## src/rtl/id_ex_stage_reg_pkg.sv

```systemverilog
// Shared widths and the control bundle of the ID->EXE slot.
// Latency: n/a (types and constants only).
// Backpressure: n/a.
package id_ex_stage_reg_pkg;

    localparam int ADDRESS_LEN = 32;
    localparam int EXE_CMD_W   = 4;
    localparam int REG_IDX_W   = 4;
    localparam int SHIFT_OP_W  = 12;
    localparam int SIMM_W      = 24;
    localparam int STATUS_W    = 4;

    // Control bits that downstream stages trust to be zero whenever valid is zero
    typedef struct packed {
        logic valid;
        logic wb_en;
        logic mem_r_en;
        logic mem_w_en;
        logic b;
        logic s;
    } ctrl_t;

    localparam int CTRL_W = $bits(ctrl_t);

endpackage

```

## src/rtl/id_ex_stage_reg_if.sv

```systemverilog
// One instruction slot crossing the ID->EXE boundary (decoded control, operands, PC, flags).
// Latency: n/a (wiring only).
// Backpressure: none in the bundle; stalls are signalled beside it via freeze.
interface id_ex_stage_reg_if #(
    parameter int DATA_W = id_ex_stage_reg_pkg::ADDRESS_LEN
);
    import id_ex_stage_reg_pkg::*;

    logic                  valid;
    logic                  wb_en;
    logic                  mem_r_en;
    logic                  mem_w_en;
    logic                  b;
    logic                  s;
    logic [EXE_CMD_W-1:0]  exe_cmd;
    logic                  imm;
    logic [DATA_W-1:0]     pc;
    logic [DATA_W-1:0]     val_rn;
    logic [DATA_W-1:0]     val_rm;
    logic [SHIFT_OP_W-1:0] shift_op;
    logic [SIMM_W-1:0]     simm24;
    logic [REG_IDX_W-1:0]  dest;
    logic [REG_IDX_W-1:0]  src1;
    logic [REG_IDX_W-1:0]  src2;
    logic [STATUS_W-1:0]   status;

    // Producer side of the slot
    modport master (
        output valid, wb_en, mem_r_en, mem_w_en, b, s, exe_cmd, imm, pc,
               val_rn, val_rm, shift_op, simm24, dest, src1, src2, status
    );

    // Consumer side of the slot
    modport slave (
        input  valid, wb_en, mem_r_en, mem_w_en, b, s, exe_cmd, imm, pc,
               val_rn, val_rm, shift_op, simm24, dest, src1, src2, status
    );

endinterface

```

## src/rtl/id_ex_stage_reg_pipe_field.sv

```systemverilog
// Generic W-bit pipeline field: loads d_i when en_i, or zero when en_i and clr_i together.
// Latency: 1 cycle.
// Backpressure: en_i low holds the field; clr_i has no effect while held.
module pipe_field #(
    parameter int W = 1
) (
    input  logic         clk,
    input  logic         rst,
    input  logic         clr_i,
    input  logic         en_i,
    input  logic [W-1:0] d_i,
    output logic [W-1:0] q_o
);

    logic [W-1:0] field_q;
    logic [W-1:0] field_d;

    // Next value: zero on clear, otherwise the incoming field
    always_comb begin
        field_d = clr_i ? '0 : d_i;
    end

    // Field register, cleared asynchronously by reset
    always_ff @(posedge clk or posedge rst) begin
        if (rst) begin
            field_q <= '0;
        end else if (en_i) begin
            field_q <= field_d;
        end
    end

    assign q_o = field_q;

endmodule

```

## src/rtl/id_ex_stage_reg.sv

```systemverilog
// ID->EXE pipeline register with flush (bubble insert) and freeze (hold), plus a saturating bubble counter.
// Latency: 1 cycle, no combinational path from ID inputs to EXE outputs.
// Backpressure: freeze holds every output and the counter; flush overrides freeze and loads a bubble.
module id_ex_stage_reg
    import id_ex_stage_reg_pkg::*;
#(
    parameter int DATA_W = ADDRESS_LEN,
    parameter int CNT_W  = 16
) (
    input  logic                 clk,
    input  logic                 rst,
    input  logic                 flush,
    input  logic                 freeze,
    id_ex_stage_reg_if.slave     id_i,
    id_ex_stage_reg_if.master    exe_o,
    output logic [CNT_W-1:0]     bubble_cnt_o
);

    localparam int DATA_BITS = EXE_CMD_W + 1 + 3 * DATA_W + SHIFT_OP_W + SIMM_W
                             + 3 * REG_IDX_W + STATUS_W;

    ctrl_t                ctrl_d;
    ctrl_t                ctrl_q;
    logic [DATA_BITS-1:0] data_d;
    logic [DATA_BITS-1:0] data_q;
    logic                 load_en;
    logic                 ctrl_clr;
    logic                 bubble_load;
    logic [CNT_W-1:0]     bubble_cnt_d;
    logic [CNT_W-1:0]     bubble_cnt_q;

    // Flush must win over freeze, so it also forces the load enable
    assign load_en     = ~freeze | flush;
    // A hazard bubble (valid low) zeroes control exactly like a flush, keeping valid=0 => no side effects
    assign ctrl_clr    = flush | ~id_i.valid;
    assign bubble_load = flush | (~freeze & ~id_i.valid);

    // Gather the control bits of the incoming slot
    always_comb begin
        ctrl_d          = '0;
        ctrl_d.valid    = id_i.valid;
        ctrl_d.wb_en    = id_i.wb_en;
        ctrl_d.mem_r_en = id_i.mem_r_en;
        ctrl_d.mem_w_en = id_i.mem_w_en;
        ctrl_d.b        = id_i.b;
        ctrl_d.s        = id_i.s;
    end

    assign data_d = {id_i.exe_cmd, id_i.imm, id_i.pc, id_i.val_rn, id_i.val_rm, id_i.shift_op,
                     id_i.simm24, id_i.dest, id_i.src1, id_i.src2, id_i.status};

    pipe_field #(.W(CTRL_W)) u_ctrl (
        .clk   (clk),
        .rst   (rst),
        .clr_i (ctrl_clr),
        .en_i  (load_en),
        .d_i   (ctrl_d),
        .q_o   (ctrl_q)
    );

    // Data is kept on a valid-low load (don't-care downstream) but zeroed on flush
    pipe_field #(.W(DATA_BITS)) u_data (
        .clk   (clk),
        .rst   (rst),
        .clr_i (flush),
        .en_i  (load_en),
        .d_i   (data_d),
        .q_o   (data_q)
    );

    assign exe_o.valid    = ctrl_q.valid;
    assign exe_o.wb_en    = ctrl_q.wb_en;
    assign exe_o.mem_r_en = ctrl_q.mem_r_en;
    assign exe_o.mem_w_en = ctrl_q.mem_w_en;
    assign exe_o.b        = ctrl_q.b;
    assign exe_o.s        = ctrl_q.s;
    assign {exe_o.exe_cmd, exe_o.imm, exe_o.pc, exe_o.val_rn, exe_o.val_rm, exe_o.shift_op,
            exe_o.simm24, exe_o.dest, exe_o.src1, exe_o.src2, exe_o.status} = data_q;

    // Bubble count saturates at all-ones rather than wrapping
    always_comb begin
        bubble_cnt_d = bubble_cnt_q;
        if (bubble_load && (bubble_cnt_q != {CNT_W{1'b1}})) begin
            bubble_cnt_d = bubble_cnt_q + 1'b1;
        end
    end

    // Bubble counter register
    always_ff @(posedge clk or posedge rst) begin
        if (rst) begin
            bubble_cnt_q <= '0;
        end else begin
            bubble_cnt_q <= bubble_cnt_d;
        end
    end

    assign bubble_cnt_o = bubble_cnt_q;

endmodule

```

## src/flat_wrapper.sv

```systemverilog
// flat-port wrapper written by rule: the top's interface ports become plain ports
module id_ex_stage_reg_flat import id_ex_stage_reg_pkg::*;
#(
    parameter int DATA_W = ADDRESS_LEN,
    parameter int CNT_W  = 16
)
  (clk, rst, flush, freeze, bubble_cnt_o, id_i_valid, id_i_wb_en, id_i_mem_r_en, id_i_mem_w_en, id_i_b, id_i_s, id_i_exe_cmd, id_i_imm, id_i_pc, id_i_val_rn, id_i_val_rm, id_i_shift_op, id_i_simm24, id_i_dest, id_i_src1, id_i_src2, id_i_status, exe_o_valid, exe_o_wb_en, exe_o_mem_r_en, exe_o_mem_w_en, exe_o_b, exe_o_s, exe_o_exe_cmd, exe_o_imm, exe_o_pc, exe_o_val_rn, exe_o_val_rm, exe_o_shift_op, exe_o_simm24, exe_o_dest, exe_o_src1, exe_o_src2, exe_o_status);
  id_ex_stage_reg_if #(.DATA_W(DATA_W)) id_i_i ();
  id_ex_stage_reg_if #(.DATA_W(DATA_W)) exe_o_i ();
  input  logic clk;
  input  logic rst;
  input  logic flush;
  input  logic freeze;
  output logic [CNT_W-1:0] bubble_cnt_o;
  input wire logic [$bits(id_i_i.valid)-1:0] id_i_valid;
  input wire logic [$bits(id_i_i.wb_en)-1:0] id_i_wb_en;
  input wire logic [$bits(id_i_i.mem_r_en)-1:0] id_i_mem_r_en;
  input wire logic [$bits(id_i_i.mem_w_en)-1:0] id_i_mem_w_en;
  input wire logic [$bits(id_i_i.b)-1:0] id_i_b;
  input wire logic [$bits(id_i_i.s)-1:0] id_i_s;
  input wire logic [$bits(id_i_i.exe_cmd)-1:0] id_i_exe_cmd;
  input wire logic [$bits(id_i_i.imm)-1:0] id_i_imm;
  input wire logic [$bits(id_i_i.pc)-1:0] id_i_pc;
  input wire logic [$bits(id_i_i.val_rn)-1:0] id_i_val_rn;
  input wire logic [$bits(id_i_i.val_rm)-1:0] id_i_val_rm;
  input wire logic [$bits(id_i_i.shift_op)-1:0] id_i_shift_op;
  input wire logic [$bits(id_i_i.simm24)-1:0] id_i_simm24;
  input wire logic [$bits(id_i_i.dest)-1:0] id_i_dest;
  input wire logic [$bits(id_i_i.src1)-1:0] id_i_src1;
  input wire logic [$bits(id_i_i.src2)-1:0] id_i_src2;
  input wire logic [$bits(id_i_i.status)-1:0] id_i_status;
  output wire logic [$bits(exe_o_i.valid)-1:0] exe_o_valid;
  output wire logic [$bits(exe_o_i.wb_en)-1:0] exe_o_wb_en;
  output wire logic [$bits(exe_o_i.mem_r_en)-1:0] exe_o_mem_r_en;
  output wire logic [$bits(exe_o_i.mem_w_en)-1:0] exe_o_mem_w_en;
  output wire logic [$bits(exe_o_i.b)-1:0] exe_o_b;
  output wire logic [$bits(exe_o_i.s)-1:0] exe_o_s;
  output wire logic [$bits(exe_o_i.exe_cmd)-1:0] exe_o_exe_cmd;
  output wire logic [$bits(exe_o_i.imm)-1:0] exe_o_imm;
  output wire logic [$bits(exe_o_i.pc)-1:0] exe_o_pc;
  output wire logic [$bits(exe_o_i.val_rn)-1:0] exe_o_val_rn;
  output wire logic [$bits(exe_o_i.val_rm)-1:0] exe_o_val_rm;
  output wire logic [$bits(exe_o_i.shift_op)-1:0] exe_o_shift_op;
  output wire logic [$bits(exe_o_i.simm24)-1:0] exe_o_simm24;
  output wire logic [$bits(exe_o_i.dest)-1:0] exe_o_dest;
  output wire logic [$bits(exe_o_i.src1)-1:0] exe_o_src1;
  output wire logic [$bits(exe_o_i.src2)-1:0] exe_o_src2;
  output wire logic [$bits(exe_o_i.status)-1:0] exe_o_status;
  assign id_i_i.valid = id_i_valid;
  assign id_i_i.wb_en = id_i_wb_en;
  assign id_i_i.mem_r_en = id_i_mem_r_en;
  assign id_i_i.mem_w_en = id_i_mem_w_en;
  assign id_i_i.b = id_i_b;
  assign id_i_i.s = id_i_s;
  assign id_i_i.exe_cmd = id_i_exe_cmd;
  assign id_i_i.imm = id_i_imm;
  assign id_i_i.pc = id_i_pc;
  assign id_i_i.val_rn = id_i_val_rn;
  assign id_i_i.val_rm = id_i_val_rm;
  assign id_i_i.shift_op = id_i_shift_op;
  assign id_i_i.simm24 = id_i_simm24;
  assign id_i_i.dest = id_i_dest;
  assign id_i_i.src1 = id_i_src1;
  assign id_i_i.src2 = id_i_src2;
  assign id_i_i.status = id_i_status;
  assign exe_o_valid = exe_o_i.valid;
  assign exe_o_wb_en = exe_o_i.wb_en;
  assign exe_o_mem_r_en = exe_o_i.mem_r_en;
  assign exe_o_mem_w_en = exe_o_i.mem_w_en;
  assign exe_o_b = exe_o_i.b;
  assign exe_o_s = exe_o_i.s;
  assign exe_o_exe_cmd = exe_o_i.exe_cmd;
  assign exe_o_imm = exe_o_i.imm;
  assign exe_o_pc = exe_o_i.pc;
  assign exe_o_val_rn = exe_o_i.val_rn;
  assign exe_o_val_rm = exe_o_i.val_rm;
  assign exe_o_shift_op = exe_o_i.shift_op;
  assign exe_o_simm24 = exe_o_i.simm24;
  assign exe_o_dest = exe_o_i.dest;
  assign exe_o_src1 = exe_o_i.src1;
  assign exe_o_src2 = exe_o_i.src2;
  assign exe_o_status = exe_o_i.status;
  id_ex_stage_reg #(.DATA_W(DATA_W), .CNT_W(CNT_W)) u_core (.clk(clk), .rst(rst), .flush(flush), .freeze(freeze), .id_i(id_i_i), .exe_o(exe_o_i), .bubble_cnt_o(bubble_cnt_o));
endmodule
```

## config.mk

```make
export PLATFORM = sky130hd
export DESIGN_NAME = id_ex_stage_reg_flat
export DESIGN_NICKNAME = d
export VERILOG_FILES = /design/src/rtl/id_ex_stage_reg_pkg.sv /design/src/rtl/id_ex_stage_reg_if.sv /design/src/rtl/id_ex_stage_reg_pipe_field.sv /design/src/rtl/id_ex_stage_reg.sv /design/src/flat_wrapper.sv
export SDC_FILE = /design/constraint.sdc
export NUM_CORES = 1
export LEC_CHECK = 0
export ABC_AREA = 1
export CORE_ASPECT_RATIO = 1.1
export CORE_MARGIN = 8
export CORE_UTILIZATION = 47
export CTS_BUF_LIST = sky130_fd_sc_hd__clkbuf_8
export CTS_CLUSTER_DIAMETER = 40
export DETAILED_ROUTE_END_ITERATION = 7
export GPL_TIMING_DRIVEN = 0
export HOLD_SLACK_MARGIN = 0.06
export PLACE_DENSITY = 0.89
export SYNTH_ARGS = -nofsm -noshare
export SYNTH_HDL_FRONTEND = slang
export SYNTH_SLANG_ARGS = --single-unit
```

## constraint.sdc

```tcl
create_clock -name clk -period 10.6 [get_ports clk]
set_clock_uncertainty 0.15 [all_clocks]
set_input_delay 2.12 -clock clk [delete_from_list [all_inputs] [get_ports clk]]
set_output_delay 2.12 -clock clk [all_outputs]
set_load 0.02 [all_outputs]
```

Word level (Yosys, flattened, before mapping)
Index checks and enable logic that the tools add are counted.
{"block": "word_totals", "reg_bits": 175, "inputBits": 163, "out_inout_bits": 175, "word_cells": 14}
{"block": "classes", "addsub": 1, "n_eq_ne": 1, "n_mux": 2, "bitwise": 6, "n_reduce_logical": 1}
{"operator": "$mux 153", "count": 1}
{"operator": "$add 16x1->16 const B", "count": 1}
{"operator": "$ne 16x16->1 const B", "count": 1}
{"operator": "$mux 6", "count": 1}
{"operator": "$or 1x1->1", "count": 3}
{"operator": "$not 1->1", "count": 2}
{"operator": "$and 1x1->1", "count": 1}
{"operator": "$logic_and 1x1->1", "count": 1}

Logic depth before layout (Yosys ltp)
Gate-level depths: netlist (run 1).
{"block": "logic_depth", "word_depth": 4, "ltp_mapped": 8, "mapped_depth_nobuf": 8}

By module
From an unflattened synthesis (run 1), not the netlist that was laid out.
{"block": "hier_totals", "cells_unflattened": 843, "area_unflattened_um2": 7288.2}
{"mod": "pipe_field (u_core.u_data)", "instances": 1, "cells_each": 664, "area_each_um2": 6024.5, "seq_area_each_um2": 3828.7}
{"mod": "id_ex_stage_reg", "instances": 1, "cells_each": 152, "area_each_um2": 1027.2, "seq_area_each_um2": 400.4}
{"mod": "pipe_field (u_core.u_ctrl)", "instances": 1, "cells_each": 27, "area_each_um2": 236.5, "seq_area_each_um2": 150.1}

Worst setup path before layout (run 1)
Ideal clock, no wire load.
{"block": "synth_timing", "path_type": "input -> register", "start": "input port freeze", "end": "register u_core.bubble_cnt_q[11] (netlist: u_core.bubble_cnt_o[11])", "setup_time_ns": 0.117, "arrival_time_ns": 2.859, "required_ns": 10.333, "slack_ns": 7.474, "cell_stages": 7, "path_buffers": 1, "cell_sequence": "buf_6 o21ai_4 nand2_2 nor2_2 nand3_1 nand2_1 nand2_1"}
{"block": "synth_via", "elab_chain_cells": 4}
{"item": "start, declared", "line": "flat_wrapper.sv:13", "text": "input logic freeze;"}
{"item": "$not 1->1", "line": "id_ex_stage_reg.sv:36", "text": "assign bubble_load = flush | (~freeze & ~id_i.valid);"}
{"item": "$and 1x1->1", "line": "id_ex_stage_reg.sv:36"}
{"item": "$or 1x1->1", "line": "id_ex_stage_reg.sv:36"}
{"item": "$logic_and 1x1->1", "line": "id_ex_stage_reg.sv:83", "text": "if (bubble_load && (bubble_cnt_q != {CNT_W{1'b1}})) begin"}
{"item": "end signal, assigned", "line": "id_ex_stage_reg.sv:93", "text": "bubble_cnt_q <= bubble_cnt_d;"}
{"item": "end, declared", "line": "id_ex_stage_reg.sv:30", "text": "logic [CNT_W-1:0] bubble_cnt_q;"}
Every way passes these cells.
A chain may end at the register's enable or synchronous reset.

Worst setup path after layout (run 1)
{"block": "layout_timing", "start": "register u_core.bubble_cnt_q[10] (netlist: u_core.bubble_cnt_o[10])", "end": "output port bubble_cnt_o[10]"}
{"item": "end, declared", "line": "flat_wrapper.sv:14", "text": "output logic [CNT_W-1:0] bubble_cnt_o;"}
No word-level cell between the ends.

==> results by group, run 1 <==
Synthesis
  – Total nets after synthesis: about 1,000
  – Synth Cell Area: around 7500 um2
  – Distinct cell type count after synthesis: 20
  – Register area share after synthesis: 58.4%
  – Ys Warns: 0
  – Syn_area_per_cell: 8.73 um2
  – Mapped Cells: roughly 860
  – FF+latch count, synth: 175

Placed design
  – Placed cells: 1,396
  – Port Buffers: about 340
  – HPWL reported at the end of detailed placement: approximately 21 mm
  – Placer Congestion: 0.873

Clock network
  – Post CTS Setup Buffer Count: 0
  – CTS tree: yes
  – Post-CTS sizing: 0
  – Clk Latency, worst-skew pair: between 0.4 and 0.5 ns
  – Clk sinks: 175
  – H-tree depth: 4
  – Hold buffer count at CTS: 0
  – CTS Buffer Depth: 2
  – CTS Root Buffer Type: clkbuf_8
  – Clk slew on worst S/H paths: roughly 0.090 ns
  – Number of CTS-inserted buffers: 17

Final layout
  – Leading cell types in the layout, fill and taps excluded: 336 x clkdlybuf4s50_1, 249 x nand3_1, 223 x nand2_1, 175 x dfrtp_1, 81 x o21ai_0
  – Ant diodes: 0
  – Fillers: 1,141
  – Layout cell share with drive strength beyond 1: around 6.4%
  – Final Non-Filler Cells: between 1,000 and 1,500
  – Final Net Count: roughly 1,400
  – Most common cell after layout, fill and taps aside: clkdlybuf4s50_1
  – Area Overhead vs Synth: 53.7%

Floorplan
  – Initial Util: between 40% and 50%
  – Die width: approximately 140 um
  – # IOs: approximately 340
  – Die Ht: 148 um
  – Die Footprint: approximately 20,000 um2
  – # rows: 48
  – Core ar.: about 16,000 um2

Setup path
  – Delay-heaviest family, CP: buffers and inverters
  – Crit path kind: reg2out
  – Worst setup SP type: flop
  – Worst endpoint required time: about 8.3 ns
  – CP max-delay cell: clkdlybuf4s50_1
  – Worst path cell trace: clkdlybuf4s50_1
  – CP max stage delay: between 0.6 and 0.7 ns
  – WP buf/inv: 1
  – CP max FO: 6
  – Worst Path Arrival: 1.59 ns
  – Crit. End Element: output pin

Route
  – WL per Instance: around 19 um
  – Final WL: 27.7 mm
  – Post-route DRC violation count: 0
  – Detailed Routing Iterations Pass 1: 5
  – Vias: ~7,800
  – DR vias/cell: ~5.5
  – Post-route ant nets: 0
  – DRT iter0 DRCs: 579

Timing
  – Fmax: 0.259 GHz
  – Least-Margin Pin Slew: 0.556 ns
  – Tmin final: between 3 and 4 ns
  – Final hold violation count: 0
  – Fin crit share: 36.4%
  – Final setup vio count: 0
  – TNS Setup: 0 ns
  – Count of pins over their slew limit: 0
  – RSZ-0062 raised after global routing: false
  – Slew headroom: 62.9%

Job
  – Max cap viols: 0

Power
  – Max rail drop VDD: around 0.000085 V
  – Clock power share: slightly below 30%
  – Power Dens Cells: 138 nW/um2
  – Seq pwr share: between 40% and 50%
  – Switching portion of total power: 31.3%
  – Pleak: 5.24 nW
  – Gate power share: approximately a quarter
  – Cell Int Power: roughly 1.1 mW
  – Switching pwr: 0.497 mW

Global route
  – Pin count of the biggest net entering global routing: between 100 and 150
  – Vias in the first global route: ~8,000
  – Overall global routing resource usage: 27.3%
  – Total congestion overflow: 0
  – Initial antenna violation count: 0
  – First-pass GRT wire length: approximately 43 mm

Status
  – Status: completed

Worst hold path
  – Hold WC Path Type: reg2reg
## worst min-delay path, stage by stage, from the launching register on
cell and delay, ns:
dfrtp_1 0.35, nor2_1 0.05, nor2_1 0.07
## power groups by stage
stage | Clock, mW | Combinational [mW] | Sequential, mW
2_1_floorplan | 0 | 0.102 | 0.825
3_3_place_gp | 0 | 0.363 | 0.767
3_5_place_dp | 0 | 0.371 | 0.770
4_1_cts | 0.469 | 0.373 | 0.756
5_1_grt | 0.497 | 0.396 | 0.763
6_report | 0.459 | 0.369 | 0.758
## through the flow
stage	power, mW	cell area, um2	hold slack, ns	setup slack [ns]	utilization (%)
after floorplan	0.927	7500	0.453	3.58	-
after global placement	1.13	11100	0.326	1.22	70.9
after detailed placement	1.14	11100	0.339	6.53	71.1
after CTS	1.60	11500	0.360	6.72	73.5
after global routing	1.66	11500	0.387	6.67	73.5
final	1.59	11500	0.348	6.74	73.5
## cell families after synthesis
kind of cell | after synthesis | share of synthesized area [%]
buffers and inverters | 89 | 5.14
AND/OR/NAND/NOR | 508 | 30.2
XOR/XNOR | 4 | 0.467
AO/OA/AOI/OAI | 82 | 5.62
adder cells (fa/ha/maj) | 1 | 0.167
flip-flops | 175 | 58.4
## state kept, by name, summed over array words and instances, names as in the netlist
name	flops
u_core.u_data.q_o	153
u_core.u_ctrl.q_o	6
u_core.bubble_cnt_o	16
## path summary, 6_finish.rpt
path / end / depth (start not counted) / slack [ns] / from
hold reg to reg: u_core.u_ctrl.q_o[5]$_DFFE_PP0P_ / 2 / 0.35 / u_core.u_ctrl.q_o[5]$_DFFE_PP0P_
setup / recovery: bubble_cnt_o[10] / 1 / 6.74 / u_core.bubble_cnt_o[10]$_DFFE_PP0P_
min in group asynchronous: u_core.u_data.q_o[14]$_DFFE_PP0P_ / 2 / 1.95 / rst
max in group asynchronous: u_core.u_data.q_o[136]$_DFFE_PP0P_ / 3 / 7.46 / rst
hold / removal: u_core.u_ctrl.q_o[5]$_DFFE_PP0P_ / 2 / 0.35 / u_core.u_ctrl.q_o[5]$_DFFE_PP0P_
setup reg to reg: u_core.bubble_cnt_o[2]$_DFFE_PP0P_ / 7 / 8.72 / u_core.bubble_cnt_o[0]$_DFFE_PP0P_
## Yosys cell counts
master / instances / share of area (%)
nand3_1: 249 / 17
nand2_1: 223 / 11
dfrtp_1: 175 / 58
o21ai_0: 81 / 5.4
buf_2: 35 / 2.3
clkbuf_1: 20 / 1.0
inv_1: 20 / 1.0
nor2_1: 20 / 1.0
buf_1: 12 / 0.60
nand4_1: 6 / 0.50
xnor2_1: 4 / 0.47
nand2_2: 3 / 0.25
nor2_2: 3 / 0.25
nand3b_1: 2 / 0.20
buf_6: 1 / 0.15
ha_1: 1 / 0.17
inv_2: 1 / 0.050
nand3_2: 1 / 0.13
o21ai_4: 1 / 0.22
or2_2: 1 / 0.083
## metal layers
metal / global-route usage (%) / wire [um] / vias up
met4: 13.5 / 1140 / 0
met5: 0 / 0 / -
met2: 45.3 / 13600 / 376
met3: 9.72 / 2900 / 66
met1: 30.3 / 10100 / 3754
li1: - / - / 3590
## cell type report
cell class	count	area [um2]	area share, %
inverter	21	86.3	0.749
multi-input combinational	595	2730	23.7
clock inverter	14	134	1.16
sequential	175	4380	38.0
buffer	68	307	2.66
tap	200	250	2.17
clock buffer	18	248	2.15
timing repair buffer	337	3390	29.4
No activity file was read; power rests on OpenSTA's default activity.
==> run 2, diff against run 1 <==
CORE_UTILIZATION = 39   (was 47)
PLACE_DENSITY = 0.79   (was 0.89)
clock period = 3.5 ns   (was 10.6 ns; I/O delays follow)
==> run 2 against run 1 <==
Effect of this change:
- clock power grew to 3.2 times the previous value
- final cell count grew 3.6%
- hold slack better by 0.0030 ns
- global-route usage fell by 4.5 points
- critical endpoint is now bubble_cnt_o[2]
==> results by group, run 2 (synthesized netlist as in run 1, its figures left out) <==
Status
  – Status: completed

Power
  – Pleak: 5.27 nW (+0.59%)
  – Switching pwr: 1.51 mW (+200%)
  – Power Dens Cells: 417 nW/um2 (+200%)
  – Cell Int Power: 3.36 mW (+210%)
  – Gate power share: 23.2% (about the same)
  – Seq pwr share: 47.2% (-0.6 points)
  – Max rail drop VDD: 0.000259 V (+200%)
  – Clock power share: 29.7% (+0.8 points)
  – Switching portion of total power: 31.0% (-0.31 points)

Setup path
  – Worst endpoint required time: 2.65 ns (-5.68 ns)
  – CP max stage delay: 0.66 ns (about the same)
  – WP buf/inv: 1 (unchanged)
  – Crit path kind: reg2out
  – CP max-delay cell: clkdlybuf4s50_1
  – Worst setup SP type: flop
  – Crit. End Element: output pin
  – CP max FO: 7 (+1)
  – Delay-heaviest family, CP: buffers and inverters
  – Worst path cell trace: clkdlybuf4s50_1
  – Worst Path Arrival: 1.60 ns (about the same)

Final layout
  – Layout cell share with drive strength beyond 1: 6.66% (+0.30 points)
  – Fillers: 1,644 (+44%)
  – Final Net Count: 1,383 (+0.29%)
  – Register Area: 4380 um2 (unchanged)
  – Post-layout util: 61.5% (-12 points)
  – Area of the multi-input gates: 2730 um2 (unchanged)
  – Leading cell types in the layout, fill and taps excluded: 336 x clkdlybuf4s50_1, 249 x nand3_1, 223 x nand2_1, 175 x dfrtp_1, 81 x o21ai_0
  – Most common cell after layout, fill and taps aside: clkdlybuf4s50_1
  – Ant diodes: 0 (unchanged)
  – Area Overhead vs Synth: 55.6%
  – Number of flip-flops in the largest register: 153 (unchanged)

Route
  – Final WL: 27.8 mm (+0.61%)
  – Vias: 7,683 (-1.3%)
  – Detailed Routing Iterations Pass 1: 5 (unchanged)
  – WL per Instance: 18.8 um (-2.9%)
  – DRT iter0 DRCs: 389 (-33%)
  – Post-route DRC violation count: 0 (unchanged)
  – DR vias/cell: 5.19 (-4.7%)
  – Post-route ant nets: 0 (unchanged)

Placed design
  – Port Buffers: 336 (unchanged)
  – HPWL reported at the end of detailed placement: 21.5 mm (+0.54%)
  – Placer Congestion: 0.864 (-1.0%)
  – Dpl ws: 0.831 ns (-5.70 ns)

Global route
  – Total congestion overflow: 0 (unchanged)
  – Vias in the first global route: 7,593 (-5.0%)
  – Overall global routing resource usage: 22.7% (-4.5 points)
  – First-pass GRT wire length: 42.7 mm (about the same)
  – Pin count of the biggest net entering global routing: 42 (-62%)
  – Initial antenna violation count: 0 (unchanged)

Clock network
  – Clk slew on worst S/H paths: 0.09 ns (about the same)
  – H-tree depth: 4 (unchanged)
  – Post CTS Setup Buffer Count: 0 (unchanged)
  – Hold buffer count at CTS: 0 (unchanged)
  – Clk sinks: 175 (unchanged)
  – CTS Root Buffer Type: clkbuf_8
  – CTS tree: yes
  – Number of CTS-inserted buffers: 17 (unchanged)
  – CTS Buffer Depth: 2 (unchanged)
  – Clk Latency, worst-skew pair: 0.45 ns (about the same)
  – Post-CTS sizing: 0 (unchanged)

Timing
  – Fmax: between 0.4 and 0.5 GHz
  – Least-Margin Pin Slew: 0.534 ns (-0.0218 ns)
  – Fin crit share: between 60% and 70%
  – Tmin final: 2.45 ns
  – Setup ws final: 1.05 ns (-5.69 ns)
  – Final hold violation count: 0 (unchanged)
  – Count of pins over their slew limit: 0 (unchanged)
  – RSZ-0062 raised after global routing: false
  – Final setup vio count: 0 (unchanged)
  – Slew headroom: 64.4% (+1.5 points)

Floorplan
  – Initial Util: 39.5% (-8.3 points)
  – Die Ht: 161 um (+8.7%)
  – Die Footprint: 23,900 um2 (+18%)
  – Core ar.: 19,000 um2 (+21%)
  – Die width: 148 um (+8.6%)
  – # IOs: 338 (unchanged)
  – # rows: 53 (+10%)

Job
  – Max cap viols: 0 (unchanged)

Worst hold path
  – Hold WC Path Type: reg2reg
-- run 2: changes by cell type in the layout (fill, tap and decap cells not counted), sizes merged --
cell and change:
bufinv +1, buf +4, clkinvlp +2, clkbuf -1
inv -2
-- run 2: metal layers --
layer / track usage, % / wire, um / vias up
met5: 0 / 0 / -
met2: 37.5 / 13500 / 350
met4: 9.56 / 840 / 0
met1: 26.6 / 10700 / 3696
met3: 7.53 / 2780 / 44
li1: - / - / 3593
-- run 2: area by class of cell --
cell class	instances	area share (%)
inverters	21	0.708
clock inverters	15	1.39
well taps	247	2.65
multi-input cells	595	23.4
flip-flops and latches	175	37.5
plain buffers	68	2.63
repair buffers	341	29.7
clock buffers	17	2.00
-- run 2: power groups by stage --
stage               Sequential, mW  Clock (mW)  Combinational [mW]
floorplan                     2.50           0               0.310
global placement              2.33           0                1.11
detailed placement            2.33           0                1.14
CTS                           2.29        1.48                1.14
global route                  2.31        1.55                1.22
finish                        2.29        1.45                1.13
-- run 2: final timing paths --
path                                                    start  cells past startpoint                                 end  slack [ns]
setup reg to reg           u_core.bubble_cnt_o[0]$_DFFE_PP0P_                      8  u_core.bubble_cnt_o[7]$_DFFE_PP0P_        1.61
hold reg to reg              u_core.u_ctrl.q_o[5]$_DFFE_PP0P_                      2    u_core.u_ctrl.q_o[5]$_DFFE_PP0P_        0.35
max in group asynchronous                                 rst                      5   u_core.u_data.q_o[57]$_DFFE_PP0P_        1.83
min in group asynchronous                                 rst                      2   u_core.u_data.q_o[34]$_DFFE_PP0P_        0.41
hold / removal               u_core.u_ctrl.q_o[5]$_DFFE_PP0P_                      2    u_core.u_ctrl.q_o[5]$_DFFE_PP0P_        0.35
setup / recovery           u_core.bubble_cnt_o[2]$_DFFE_PP0P_                      1                     bubble_cnt_o[2]        1.05
-- run 2: metrics by stage --
step / power [mW] / setup TNS, ns / std cells / hold WS (ns) / instance area, um2
after floorplan: 2.81 / 0 / 859 / 0.453 / 7500
after global placement: 3.44 / -197.12 / 1442 / 0.331 / 11200
after detailed placement: 3.47 / 0 / 1447 / 0.344 / 11300
after CTS: 4.92 / 0 / 1479 / 0.359 / 11700
after global routing: 5.08 / 0 / 1479 / 0.379 / 11700
final: 4.87 / 0 / 1479 / 0.351 / 11700
-- run 2: worst reg2reg max path: cells and delay by family, from the launching register on --
kind                     cells  cell delay (ns)
buffers and inverters        1             0.10
AO/OA/AOI/OAI                1             0.08
flip-flops                   1             0.46
adder cells (fa/ha/maj)      1             0.32
AND/OR/NAND/NOR              5             0.67
==> run 3, diff against run 2 <==
CORE_UTILIZATION = 43   (was 39)
PLACE_DENSITY = 0.82   (was 0.79)
clock period = 2.3 ns   (was 3.5 ns; I/O delays follow)
==> run 3 against run 2 <==
Effect of this change:
- clock power is 42% higher
- sequential cell count did not move
- setup slack worse by 0.96 ns
- first-iteration DRC count is 9.0% lower
- global-route usage increased by 2.1 points
- final cell count fell by 0.88%
- total power rose by 49%
==> results by group, run 3 (synthesized netlist as in run 1, its figures left out) <==
Status
  – Status: completed

Clock network
  – H-tree depth: 4 (unchanged)
  – CTS Root Buffer Type: clkbuf_8
  – CTS tree: yes
  – Post CTS Setup Buffer Count: 0 (unchanged)
  – CTS Buffer Depth: 2 (unchanged)
  – Number of CTS-inserted buffers: 17 (unchanged)
  – Clk sinks: 175 (unchanged)
  – Clk slew on worst S/H paths: 0.10 ns (about the same)
  – Post-CTS sizing: 0 (unchanged)
  – Hold buffer count at CTS: 0 (unchanged)
  – Clk Latency, worst-skew pair: 0.45 ns (about the same)

Placed design
  – Placer Congestion: 0.886 (+2.5%)
  – Placed Area: 11,300 um2 (about the same)
  – Port Buffers: 336 (unchanged)
  – HPWL reported at the end of detailed placement: 21.3 mm (-0.99%)
  – Dpl ws: -0.113 ns (-0.944 ns)

Floorplan
  – Die Ht: 155 um (-4.3%)
  – Core ar.: 17,100 um2 (-9.9%)
  – Die Footprint: 21,900 um2 (-8.4%)
  – # IOs: 338 (unchanged)
  – # rows: 50 (-5.7%)
  – Die width: 142 um (-4.2%)
  – Initial Util: 43.9% (+4.4 points)

Setup path
  – Worst path cell trace: clkdlybuf4s50_1
  – CP max FO: 7 (unchanged)
  – CP max-delay cell: clkdlybuf4s50_1
  – Critical R2R Launch: u_core.bubble_cnt_o[0]$_DFFE_PP0P_
  – Worst setup SP type: flop
  – Worst Path Arrival: 1.60 ns (about the same)
  – CP max stage delay: 0.66 ns (about the same)
  – Crit. End Element: output pin
  – R2R depth: 7 (-1)
  – WP buf/inv: 1 (unchanged)
  – Reg-to-reg slack, setup: 0.40 ns (-1.21 ns)
  – Crit path kind: reg2out
  – Delay-heaviest family, CP: buffers and inverters
  – Worst endpoint required time: 1.69 ns (-0.96 ns)
  – RR Endpoint: u_core.bubble_cnt_o[5]$_DFFE_PP0P_

Timing
  – TNS Setup: 0 ns (unchanged)
  – Fmax: 0.453 GHz
  – Count of pins over their slew limit: 0 (unchanged)
  – Hold WS: 0.169 ns (-0.182 ns)
  – Tmin final: between 2 and 2.5 ns
  – Fin crit share: 96.1%
  – Setup ws final: 0.0908 ns (-0.960 ns)
  – Final hold violation count: 0 (unchanged)
  – Slew headroom: 66.4% (+2.0 points)
  – Final setup vio count: 0 (unchanged)
  – Least-Margin Pin Slew: 0.504 ns (-0.0301 ns)
  – RSZ-0062 raised after global routing: false

Global route
  – Overall global routing resource usage: 24.8% (+2.1 points)
  – Initial antenna violation count: 0 (unchanged)
  – Pin count of the biggest net entering global routing: 43 (+2.4%)
  – Vias in the first global route: 7,836 (+3.2%)
  – Total congestion overflow: 0 (unchanged)
  – First-pass GRT wire length: 42.6 mm (-0.31%)

Final layout
  – Layout cell share with drive strength beyond 1: 6.66% (unchanged)
  – Most common cell after layout, fill and taps aside: clkdlybuf4s50_1
  – Final Net Count: 1,383 (unchanged)
  – Register Area: 4380 um2 (unchanged)
  – Ant diodes: 0 (unchanged)
  – Post-layout util: 68.1% (+6.6 points)
  – Design area: 11,600 um2 (-0.30%)
  – Area of the multi-input gates: 2730 um2 (unchanged)
  – Leading cell types in the layout, fill and taps excluded: 336 x clkdlybuf4s50_1, 249 x nand3_1, 223 x nand2_1, 175 x dfrtp_1, 81 x o21ai_0
  – Area Overhead vs Synth: 55.2%
  – Fillers: 1,350 (-18%)
  – Number of flip-flops in the largest register: 153 (unchanged)

Worst hold path
  – Hold depth: 2 (unchanged)
  – Hold WC Path Type: in2reg
  – Hold path start: freeze
  – WHS Endpoint: u_core.u_data.q_o[17]$_DFFE_PP0P_

Route
  – DRT iter0 DRCs: 354 (-9.0%)
  – DR vias/cell: 5.25 (+1.1%)
  – WL per Instance: 18.6 um (-0.96%)
  – Post-route ant nets: 0 (unchanged)
  – Detailed Routing Iterations Pass 1: 8 (+3)
  – Vias: 7,698 (+0.20%)
  – Final WL: 27.3 mm (-1.8%)
  – Post-route DRC violation count: 0 (unchanged)

Power
  – Gate power share: 23.7% (+0.5 points)
  – Max rail drop VDD: 0.000428 V (+65%)
  – Cell Int Power: 5.00 mW (+49%)
  – Clock power share: 28.3% (-1.4 points)
  – Switching pwr: 2.26 mW (+50%)
  – Seq pwr share: 48.0% (+0.8 points)
  – Power Dens Cells: 624 nW/um2 (+50%)
  – Pleak: 5.27 nW (about the same)
  – Switching portion of total power: 31.2% (+0.14 points)

Job
  – Max cap viols: 0 (unchanged)
## run 3: cell types whose count changed in the layout (fill, tap and decap cells not counted), sizes merged
cell      before  now
clkinvlp       3    2
inv           27   28
clkinv         4    5
bufinv         2    1
## run 3: worst max-delay path by stage
| stage | startpoint | to | slack, ns | depth (start not counted) |
|---|---|---|---|---|
| floorplan | rst | u_core.bubble_cnt_o[0]$_DFFE_PP0P_ | -0.55 | 1 |
| global placement | rst | u_core.u_data.q_o[58]$_DFFE_PP0P_ | -2.01 | 2 |
| detailed placement | flush | u_core.u_data.q_o[98]$_DFFE_PP0P_ | -0.11 | 6 |
| CTS | u_core.bubble_cnt_o[2]$_DFFE_PP0P_ | bubble_cnt_o[2] | 0.06 | 1 |
| global route | u_core.bubble_cnt_o[2]$_DFFE_PP0P_ | bubble_cnt_o[2] | 0.02 | 1 |
| finish | u_core.bubble_cnt_o[2]$_DFFE_PP0P_ | bubble_cnt_o[2] | 0.09 | 1 |
## run 3: cell type report
| type | instances | share of cell area, % |
|---|---|---|
| plain buffers | 68 | 2.63 |
| clock buffers | 17 | 2.01 |
| clock inverters | 15 | 1.17 |
| inverters | 21 | 0.710 |
| multi-input cells | 595 | 23.5 |
| flip-flops and latches | 175 | 37.6 |
| well taps | 234 | 2.52 |
| repair buffers | 341 | 29.8 |
## run 3: power by group through the flow
stage / registers [mW] / logic [mW] / clock network (mW)
2_1_floorplan: 3.80 / 0.471 / 0
3_3_place_gp: 3.54 / 1.68 / 0
3_5_place_dp: 3.54 / 1.73 / 0
4_1_cts: 3.48 / 1.74 / 2.13
5_1_grt: 3.51 / 1.84 / 2.25
6_report: 3.49 / 1.72 / 2.06
## run 3: routing by layer
metal	part of all wire, %	up-vias	global-route usage (%)
li1	-	3604	-
met4	2.7	0	10.1
met1	38	3678	28.0
met2	50	371	42.2
met5	0	-	0
met3	9.9	45	8.53
## run 3: per-stage QoR
stage               power (mW)  std cells
CTS                       7.34       1466
floorplan                 4.27        859
detailed placement        5.27       1434
global placement          5.22       1429
global route              7.61       1466
finish                    7.26       1466
